--- src/rtl/mem_bus_master_pkg.sv ---
// Shared definitions for the memory bus initiator: state encodings, length
// normalisation and the debug view of the sequencer.
package mem_bus_master_pkg;

  localparam logic [2:0] ST_IDLE    = 3'd0;
  localparam logic [2:0] ST_WAIT    = 3'd1;
  localparam logic [2:0] ST_ACCESS  = 3'd2;
  localparam logic [2:0] ST_CAPTURE = 3'd3;
  localparam logic [2:0] ST_RESP    = 3'd4;

  localparam int         MAX_LEN_DEFAULT = 3;
  localparam int         WAIT_W          = 4;
  localparam logic [1:0] LEN_ONE         = 2'd1;

  typedef struct packed {
    logic [2:0] state;
    logic [1:0] index;
  } dbg_t;

  // A zero length means one byte; anything above the burst limit is clipped.
  function automatic logic [1:0] norm_len(input logic [1:0] len, input int max_len);
    logic [1:0] l;
    l = (len == 2'd0) ? LEN_ONE : len;
    if (int'(l) > max_len) l = 2'(max_len);
    return l;
  endfunction

endpackage

--- src/rtl/mem_bus_master_if.sv ---
// Request/response and memory-side signal bundle for mem_bus_master.
// Handshake: a request transfers on a rising edge where req_valid & req_ready;
// a response transfers on a rising edge where rsp_valid & rsp_ready; valid is
// held with stable payload until its transfer edge.
interface mem_bus_master_if #(
  parameter int ADDR_WIDTH = 16,
  parameter int MAX_LEN    = 3
);
  logic                    req_valid;
  logic                    req_ready;
  logic [ADDR_WIDTH-1:0]   req_addr;
  logic                    req_write;
  logic [7:0]              req_wdata;
  logic [1:0]              req_len;
  logic                    rsp_valid;
  logic                    rsp_ready;
  logic [8*MAX_LEN-1:0]    rsp_data;
  logic [ADDR_WIDTH-1:0]   mem_addr;
  logic [7:0]              mem_wdata;
  logic [7:0]              mem_rdata;
  logic                    mem_write;
  logic                    mem_strobe;

  modport master (
    input  req_valid, req_addr, req_write, req_wdata, req_len, rsp_ready, mem_rdata,
    output req_ready, rsp_valid, rsp_data, mem_addr, mem_wdata, mem_write, mem_strobe
  );

  modport slave (
    output req_valid, req_addr, req_write, req_wdata, req_len, rsp_ready, mem_rdata,
    input  req_ready, rsp_valid, rsp_data, mem_addr, mem_wdata, mem_write, mem_strobe
  );
endinterface

--- src/rtl/mem_bus_master_wait_counter.sv ---
// Loadable down-counter used to time the WAIT state; o_done is high at zero.
module mem_wait_counter #(
  parameter int WIDTH = 4
) (
  input  logic             clk,
  input  logic             reset,
  input  logic             i_load,
  input  logic [WIDTH-1:0] i_value,
  input  logic             i_en,
  output logic             o_done
);

  logic [WIDTH-1:0] r_count;

  always_ff @(posedge clk or posedge reset) begin
    if (reset) begin
      r_count <= '0;
    end else if (i_load) begin
      r_count <= i_value;
    end else if (i_en && (r_count != '0)) begin
      r_count <= r_count - WIDTH'(1);
    end
  end

  assign o_done = (r_count == '0);

endmodule

--- src/rtl/mem_bus_master.sv ---
// Memory bus initiator: sequences strobe/write/addr toward a registered
// responder and assembles multi-byte reads. Optional counters: MEM_BUS_MASTER_STATS_EN.
module mem_bus_master
  import mem_bus_master_pkg::*;
#(
  parameter int ADDR_WIDTH  = 16,
  parameter int MAX_LEN     = MAX_LEN_DEFAULT,
  parameter int WAIT_STATES = 0
) (
  input  logic                    clk,
  input  logic                    reset,
  mem_bus_master_if.master        bus,
`ifdef MEM_BUS_MASTER_STATS_EN
  output logic [15:0]             stat_reads,
  output logic [15:0]             stat_writes,
`endif
  output dbg_t                    o_dbg
);

  localparam logic [2:0]        FIRST_STATE = (WAIT_STATES > 0) ? ST_WAIT : ST_ACCESS;
  localparam logic [WAIT_W-1:0] WAIT_LOAD   = WAIT_W'((WAIT_STATES > 0) ? WAIT_STATES - 1 : 0);

  logic [2:0]              r_state;
  logic [ADDR_WIDTH-1:0]   r_addr;
  logic                    r_write;
  logic [7:0]              r_wdata;
  logic [1:0]              r_len;
  logic [1:0]              r_index;
  logic [8*MAX_LEN-1:0]    r_rsp_data;

  logic w_accept;
  logic w_more;
  logic w_wait_load;
  logic w_wait_done;
  logic w_rsp_done;

  assign w_accept    = (r_state == ST_IDLE) && bus.req_valid;
  assign w_more      = ({1'b0, r_index} + 3'd1) < {1'b0, r_len};
  assign w_wait_load = w_accept || ((r_state == ST_CAPTURE) && w_more);
  assign w_rsp_done  = (r_state == ST_RESP) && bus.rsp_ready;

  mem_wait_counter #(
    .WIDTH(WAIT_W)
  ) u_wait (
    .clk    (clk),
    .reset  (reset),
    .i_load (w_wait_load),
    .i_value(WAIT_LOAD),
    .i_en   (r_state == ST_WAIT),
    .o_done (w_wait_done)
  );

  always_ff @(posedge clk or posedge reset) begin
    if (reset) begin
      r_state    <= ST_IDLE;
      r_addr     <= '0;
      r_write    <= 1'b0;
      r_wdata    <= '0;
      r_len      <= LEN_ONE;
      r_index    <= '0;
      r_rsp_data <= '0;
    end else begin
      case (r_state)
        ST_IDLE: begin
          if (bus.req_valid) begin
            r_addr     <= bus.req_addr;
            r_write    <= bus.req_write;
            r_wdata    <= bus.req_wdata;
            // Writes are always a single byte regardless of req_len.
            r_len      <= bus.req_write ? LEN_ONE : norm_len(bus.req_len, MAX_LEN);
            r_index    <= '0;
            r_rsp_data <= '0;
            r_state    <= FIRST_STATE;
          end
        end
        ST_WAIT: begin
          if (w_wait_done) r_state <= ST_ACCESS;
        end
        ST_ACCESS: begin
          r_state <= ST_CAPTURE;
        end
        ST_CAPTURE: begin
          r_rsp_data[8*r_index +: 8] <= bus.mem_rdata;
          if (w_more) begin
            r_index <= r_index + 2'd1;
            r_addr  <= r_addr + ADDR_WIDTH'(1);
            r_state <= FIRST_STATE;
          end else begin
            r_state <= ST_RESP;
          end
        end
        ST_RESP: begin
          if (bus.rsp_ready) r_state <= ST_IDLE;
        end
        default: r_state <= ST_IDLE;
      endcase
    end
  end

  assign bus.req_ready  = (r_state == ST_IDLE);
  assign bus.rsp_valid  = (r_state == ST_RESP);
  assign bus.rsp_data   = r_rsp_data;
  assign bus.mem_addr   = r_addr;
  assign bus.mem_wdata  = r_wdata;
  assign bus.mem_strobe = (r_state == ST_ACCESS);
  assign bus.mem_write  = (r_state == ST_ACCESS) && r_write;

  assign o_dbg.state = r_state;
  assign o_dbg.index = r_index;

`ifdef MEM_BUS_MASTER_STATS_EN
  logic [15:0] r_stat_reads;
  logic [15:0] r_stat_writes;

  always_ff @(posedge clk or posedge reset) begin
    if (reset) begin
      r_stat_reads  <= '0;
      r_stat_writes <= '0;
    end else if (w_rsp_done) begin
      if (r_write) begin
        if (r_stat_writes != 16'hFFFF) r_stat_writes <= r_stat_writes + 16'd1;
      end else begin
        if (r_stat_reads != 16'hFFFF) r_stat_reads <= r_stat_reads + 16'd1;
      end
    end
  end

  assign stat_reads  = r_stat_reads;
  assign stat_writes = r_stat_writes;
`else
  logic w_unused_rsp_done;
  assign w_unused_rsp_done = w_rsp_done;
`endif

endmodule

--- src/flat_wrapper.sv ---
// flat-port wrapper written by rule: the top's interface ports become plain ports
module mem_bus_master_flat import mem_bus_master_pkg::*;
#(
  parameter int ADDR_WIDTH  = 16,
  parameter int MAX_LEN     = MAX_LEN_DEFAULT,
  parameter int WAIT_STATES = 0
)
  (clk, reset, o_dbg, bus_req_valid, bus_req_addr, bus_req_write, bus_req_wdata, bus_req_len, bus_rsp_ready, bus_mem_rdata, bus_req_ready, bus_rsp_valid, bus_rsp_data, bus_mem_addr, bus_mem_wdata, bus_mem_write, bus_mem_strobe);
  mem_bus_master_if #(.ADDR_WIDTH(ADDR_WIDTH), .MAX_LEN(MAX_LEN)) bus_i ();
  input  logic clk;
  input  logic reset;
  output dbg_t o_dbg;
  input wire logic [$bits(bus_i.req_valid)-1:0] bus_req_valid;
  input wire logic [$bits(bus_i.req_addr)-1:0] bus_req_addr;
  input wire logic [$bits(bus_i.req_write)-1:0] bus_req_write;
  input wire logic [$bits(bus_i.req_wdata)-1:0] bus_req_wdata;
  input wire logic [$bits(bus_i.req_len)-1:0] bus_req_len;
  input wire logic [$bits(bus_i.rsp_ready)-1:0] bus_rsp_ready;
  input wire logic [$bits(bus_i.mem_rdata)-1:0] bus_mem_rdata;
  output wire logic [$bits(bus_i.req_ready)-1:0] bus_req_ready;
  output wire logic [$bits(bus_i.rsp_valid)-1:0] bus_rsp_valid;
  output wire logic [$bits(bus_i.rsp_data)-1:0] bus_rsp_data;
  output wire logic [$bits(bus_i.mem_addr)-1:0] bus_mem_addr;
  output wire logic [$bits(bus_i.mem_wdata)-1:0] bus_mem_wdata;
  output wire logic [$bits(bus_i.mem_write)-1:0] bus_mem_write;
  output wire logic [$bits(bus_i.mem_strobe)-1:0] bus_mem_strobe;
  assign bus_i.req_valid = bus_req_valid;
  assign bus_i.req_addr = bus_req_addr;
  assign bus_i.req_write = bus_req_write;
  assign bus_i.req_wdata = bus_req_wdata;
  assign bus_i.req_len = bus_req_len;
  assign bus_i.rsp_ready = bus_rsp_ready;
  assign bus_i.mem_rdata = bus_mem_rdata;
  assign bus_req_ready = bus_i.req_ready;
  assign bus_rsp_valid = bus_i.rsp_valid;
  assign bus_rsp_data = bus_i.rsp_data;
  assign bus_mem_addr = bus_i.mem_addr;
  assign bus_mem_wdata = bus_i.mem_wdata;
  assign bus_mem_write = bus_i.mem_write;
  assign bus_mem_strobe = bus_i.mem_strobe;
  mem_bus_master #(.ADDR_WIDTH(ADDR_WIDTH), .MAX_LEN(MAX_LEN), .WAIT_STATES(WAIT_STATES)) u_core (.clk(clk), .reset(reset), .bus(bus_i), .o_dbg(o_dbg));
endmodule
--- config.mk ---
export PLATFORM = sky130hd
export DESIGN_NAME = mem_bus_master_flat
export DESIGN_NICKNAME = d
export VERILOG_FILES = /design/src/rtl/mem_bus_master_pkg.sv /design/src/rtl/mem_bus_master_if.sv /design/src/rtl/mem_bus_master_wait_counter.sv /design/src/rtl/mem_bus_master.sv /design/src/flat_wrapper.sv
export SDC_FILE = /design/constraint.sdc
export NUM_CORES = 1
export LEC_CHECK = 0
export CORE_MARGIN = 2
export CORE_UTILIZATION = 50
export DETAILED_ROUTE_END_ITERATION = 10
export PLACE_DENSITY_LB_ADDON = 0.1
export SLEW_MARGIN = 40
export SYNTH_ARGS = -nofsm -noshare
export SYNTH_HDL_FRONTEND = slang
export SYNTH_SLANG_ARGS = --single-unit
--- constraint.sdc ---
create_clock -name clk -period 3.45 [get_ports clk]
set_input_delay 0.69 -clock clk [delete_from_list [all_inputs] [get_ports clk]]
set_output_delay 0.69 -clock clk [all_outputs]
set_load 0.02 [all_outputs]
==> Implementation_results.wiki <==
{| class="wikitable"
! Metric !! Value
|-
| Clock tree from TritonCTS || built
|-
| Worst hold margin || 0.466 ns
|-
| Row count || 28
|-
| Starting Density || 0.511
|-
| Fin. max-slew vios || 0
|-
| Boundary Pins || 96
|-
| Die width || 81.6 um
|-
| Final weighted congestion in routability-driven placement || 0.860
|-
| PwrDens || 861 mW/mm^2
|-
| Cell count after synthesis || 287
|-
| Via Count || 2641
|-
| Cell depth of the worst flop-to-flop path || 5
|-
| Top cells by area in the synthesized netlist || sky130_fd_sc_hd__dfrtp_1 (49%), sky130_fd_sc_hd__a22o_1 (7.6%), sky130_fd_sc_hd__nand2_1 (5.2%)
|-
| Number of fill cells in the layout || 446
|-
| DRC violation total after the first TritonRoute iteration || 147
|-
| Count of final hold-check violations || 0
|-
| Floorplan die area || 0.00666 mm^2
|-
| Layout cell share with drive strength beyond 1 || 0.100
|-
| Switching power as a share of total power || 0.404
|-
| Relative area change from synthesis to final layout || 40.9%
|-
| Critical Path AT || 1.96 ns
|-
| Endpoint class of the critical path || output pin
|-
| Worst endpoint required time || 2.76 ns
|-
| Number of antenna diodes || 0
|-
| Ys async rst share || 1.00
|-
| Actual transition at the worst max-transition pin || 0.708 ns
|-
| Global-route wire length before repair || 12300 um
|-
| Vert. Die Dim || 81.6 um
|-
| Cell type with the largest total area after synthesis || sky130_fd_sc_hd__dfrtp_1
|-
| Port Buffer Count || 95
|-
| Yosys warns || 0
|-
| Max-slew headroom || 0.528
|-
| Number of global-route vias before repair || 2483
|-
| Net switching power figure || 1.48 mW
|-
| Global-route congestion overflow total || 0
|-
| RSZ-0062 raised after global routing || no
|-
| Worst VDD drop || 0.605 mV
|-
| Average wire per standard cell || 16.0 um
|-
| Part of the power in combinational logic || 0.474
|-
| Clock sink total || 60
|-
| Number of stages on the worst hold path || 2
|-
| Sequential cell fraction of total power || 0.324
|-
| Clock tree skew after final layout || 0.00990 ns
|-
| HPWL Detailed || 5160 um
|-
| Clock latency at the later pin of the worst-skew pair || 0.34 ns
|-
| Antenna violations before repair || 0
|-
| Portion of total power attributed to the clock network || 0.202
|-
| R2R Path Start || u_core.r_index[0]$_DFFE_PP0P_
|-
| Number of distinct library cells after synthesis || 57
|-
| Post-synth net total || 333
|-
| Aggregate negative setup slack || 0 ns
|-
| Final nets || 430
|-
| Core footprint || 0.00589 mm^2
|-
| Min-delay worst type || flop to flop
|-
| H-Tree Depth || 3
|-
| Final period utilization || 0.768
|-
| Worst r2r dst || u_core.bus.mem_addr[13]$_DFFE_PP0P_
|-
| Sequential-to-total area share from yosys stat || 0.499
|-
| Number of design rule violations left after detail routing || 0
|-
| Detailed-route wire length || 7440 um
|-
| Detailed Routing Iterations Pass 1 || 4
|-
| Final worst path period need || 2.65 ns
|-
| Number of storage elements in the synthesis netlist || 60
|-
| Maximum number of pins on one net before global-route repair || 61
|-
| Via density per instance || 5.69
|-
| Share of Yosys cell area claimed by the top area cell type || 0.490
|-
| Primary flip-flop cell chosen by synthesis mapping || sky130_fd_sc_hd__dfrtp_1
|-
| Worst-case register-to-register setup slack || 0.81 ns
|-
| Max Fclk || 377 MHz
|-
| Worst setup endpoint || bus_mem_write
|-
| Number of hold buffers added after CTS || 0
|-
| Start-to-end type of the worst setup path || flop to output pin
|-
| Leakage Power || 1.85 nW
|-
| Clock transition time at the flip-flop clock pins of the worst setup and hold paths || 0.07 ns
|-
| Mapped cell area || 0.00301 mm^2
|-
| Critical path startpoint || u_core.r_state[1]$_DFFE_PP0P_
|-
| Number of routed nets with antenna violations || 0
|-
| Clock root buffer || sky130_fd_sc_hd__clkbuf_8
|-
| Internal power || 2.17 mW
|-
| Number of enable flip-flop cells after synthesis || 0
|-
| Setup Buffers After CTS || 0
|-
| Setup crit start kind || flop
|-
| Crit-path max FO || 11
|-
| Final setup violation count || 0
|-
| Maximum root-to-sink buffer count || 2
|-
| Max-cap viol count || 0
|-
| Overall Global Routing Usage || 0.243
|-
| CTS-repair resized insts || 0
|-
| Number of clock buffers inserted by TritonCTS || 9
|-
| Average footprint of a synthesized cell || 10.5 um^2
|-
| Status || finished clean
|}
## synthesized netlist by cell type, types with 2 or more instances
cell type / instances
sky130_fd_sc_hd__o221ai_1: 2
sky130_fd_sc_hd__and2_1: 5
sky130_fd_sc_hd__inv_1: 11
sky130_fd_sc_hd__o2bb2a_1: 4
sky130_fd_sc_hd__dfrtp_1: 59
sky130_fd_sc_hd__nand4_1: 4
sky130_fd_sc_hd__nand2_1: 42
sky130_fd_sc_hd__nor2_1: 11
sky130_fd_sc_hd__a21oi_1: 8
sky130_fd_sc_hd__clkbuf_1: 2
sky130_fd_sc_hd__nand3_1: 8
sky130_fd_sc_hd__nor4_1: 3
sky130_fd_sc_hd__buf_2: 2
sky130_fd_sc_hd__o2bb2ai_1: 2
sky130_fd_sc_hd__buf_4: 6
sky130_fd_sc_hd__a211oi_1: 3
sky130_fd_sc_hd__a21oi_2: 3
sky130_fd_sc_hd__and3_1: 3
sky130_fd_sc_hd__o21ai_0: 8
sky130_fd_sc_hd__nor3_1: 8
sky130_fd_sc_hd__a22o_1: 26
sky130_fd_sc_hd__o22ai_1: 5
sky130_fd_sc_hd__a22oi_1: 2
sky130_fd_sc_hd__or3_1: 2
sky130_fd_sc_hd__nor3_2: 3
sky130_fd_sc_hd__a31oi_1: 7
sky130_fd_sc_hd__o211ai_1: 2
sky130_fd_sc_hd__ha_1: 6
sky130_fd_sc_hd__nand2b_1: 5
sky130_fd_sc_hd__xnor2_1: 3
sky130_fd_sc_hd__nor3b_1: 3
sky130_fd_sc_hd__buf_6: 3
sky130_fd_sc_hd__a211o_1: 2
## area by class of cell
class / count / area (um^2) / area share
clock buffer: 12 / 165 / 0.0389
timing repair buffer: 100 / 1000 / 0.236
multi-input combinational: 202 / 1370 / 0.322
clock inverter: 4 / 70.1 / 0.0165
sequential: 60 / 1500 / 0.354
tap: 75 / 93.8 / 0.0221
inverter: 11 / 41.3 / 0.00974
## how the worst min path moves through the flow
stage,from,to,slack [ns]
global placement,u_core.r_len[0]$_DFFE_PP1P_,u_core.r_len[0]$_DFFE_PP1P_,0.45
CTS,u_core.r_len[0]$_DFFE_PP1P_,u_core.r_len[0]$_DFFE_PP1P_,0.47
finish,u_core.r_len[0]$_DFFE_PP1P_,u_core.r_len[0]$_DFFE_PP1P_,0.47
detailed placement,u_core.bus.mem_wdata[3]$_DFFE_PP0P_,u_core.bus.mem_wdata[3]$_DFFE_PP0P_,0.46
floorplan,u_core.r_len[0]$_DFFE_PP1P_,u_core.r_len[0]$_DFFE_PP1P_,0.43
global route,u_core.r_write$_DFFE_PP0P_,u_core.r_write$_DFFE_PP0P_,0.50
## sequential cells by signal, summed over array words and instances, names as in the netlist
| name | cells |
|---|---|
| u_core.bus.mem_addr | 16 |
| u_core.bus.mem_wdata | 8 |
| u_core.bus.rsp_data | 24 |
| u_core.r_index | 2 |
| u_core.r_len | 2 |
| u_core.r_state | 3 |
| u_core.r_write | 1 |
| u_core.u_wait.r_count | 4 |
## cells by family after synthesis
| logic type | synth area share |
|---|---|
| flops | 0.499 |
| xor+xnor | 0.00873 |
| simple gates | 0.197 |
| compound gates | 0.217 |
| buf+inv | 0.0470 |
| fa+ha+maj | 0.0316 |
## metal layers
layer,wire (um),up-vias,GRT usage,part of all wire
met5,0,-,0,0
met4,59,0,0.0833,0.0079
met3,460,6,0.0571,0.062
met2,3560,90,0.370,0.48
met1,3360,1285,0.342,0.45
li1,-,1260,-,-
## per-stage QoR
step | setup WS [ns] | util | cells | total power, mW | area, um^2
floorplan | 1.16 | - | 287 | 2.25 | 3010
global placement | 0.938 | 0.680 | 448 | 2.89 | 4010
detailed placement | 0.815 | 0.680 | 448 | 2.92 | 4010
CTS | 0.778 | 0.720 | 464 | 3.67 | 4240
global route | 0.640 | 0.720 | 464 | 3.89 | 4240
finish | 0.800 | 0.720 | 464 | 3.65 | 4240
## critical path, cell delays in order, from the launching register on
cell                              delay (ns)
sky130_fd_sc_hd__dfrtp_1                0.55
sky130_fd_sc_hd__nor3b_1                0.31
sky130_fd_sc_hd__and2_1                 0.17
sky130_fd_sc_hd__clkdlybuf4s50_1        0.60
## power by group through the flow
stage | registers (mW) | logic [mW] | clock network [mW]
finish | 1.18 | 1.73 | 0.738
floorplan | 1.38 | 0.874 | 0
CTS | 1.18 | 1.74 | 0.750
detailed placement | 1.19 | 1.73 | 0
global route | 1.22 | 1.89 | 0.782
global placement | 1.18 | 1.71 | 0
## cell usage in the layout, fill, tap and decap left out, types with 4 or more instances in the layout
master / instances
sky130_fd_sc_hd__dfrtp_1: 59
sky130_fd_sc_hd__nand3_1: 8
sky130_fd_sc_hd__clkdlybuf4s50_1: 95
sky130_fd_sc_hd__nand4_1: 4
sky130_fd_sc_hd__a21oi_1: 8
sky130_fd_sc_hd__o2bb2a_1: 4
sky130_fd_sc_hd__clkbuf_8: 12
sky130_fd_sc_hd__o22ai_1: 5
sky130_fd_sc_hd__nand2_1: 42
sky130_fd_sc_hd__nor2_1: 11
sky130_fd_sc_hd__a22o_1: 26
sky130_fd_sc_hd__inv_1: 10
sky130_fd_sc_hd__and2_1: 5
sky130_fd_sc_hd__ha_1: 6
sky130_fd_sc_hd__a31oi_1: 7
sky130_fd_sc_hd__o21ai_0: 8
sky130_fd_sc_hd__buf_4: 4
sky130_fd_sc_hd__nand2b_1: 5
sky130_fd_sc_hd__nor3_1: 8
(Power assumes the default switching activity.)
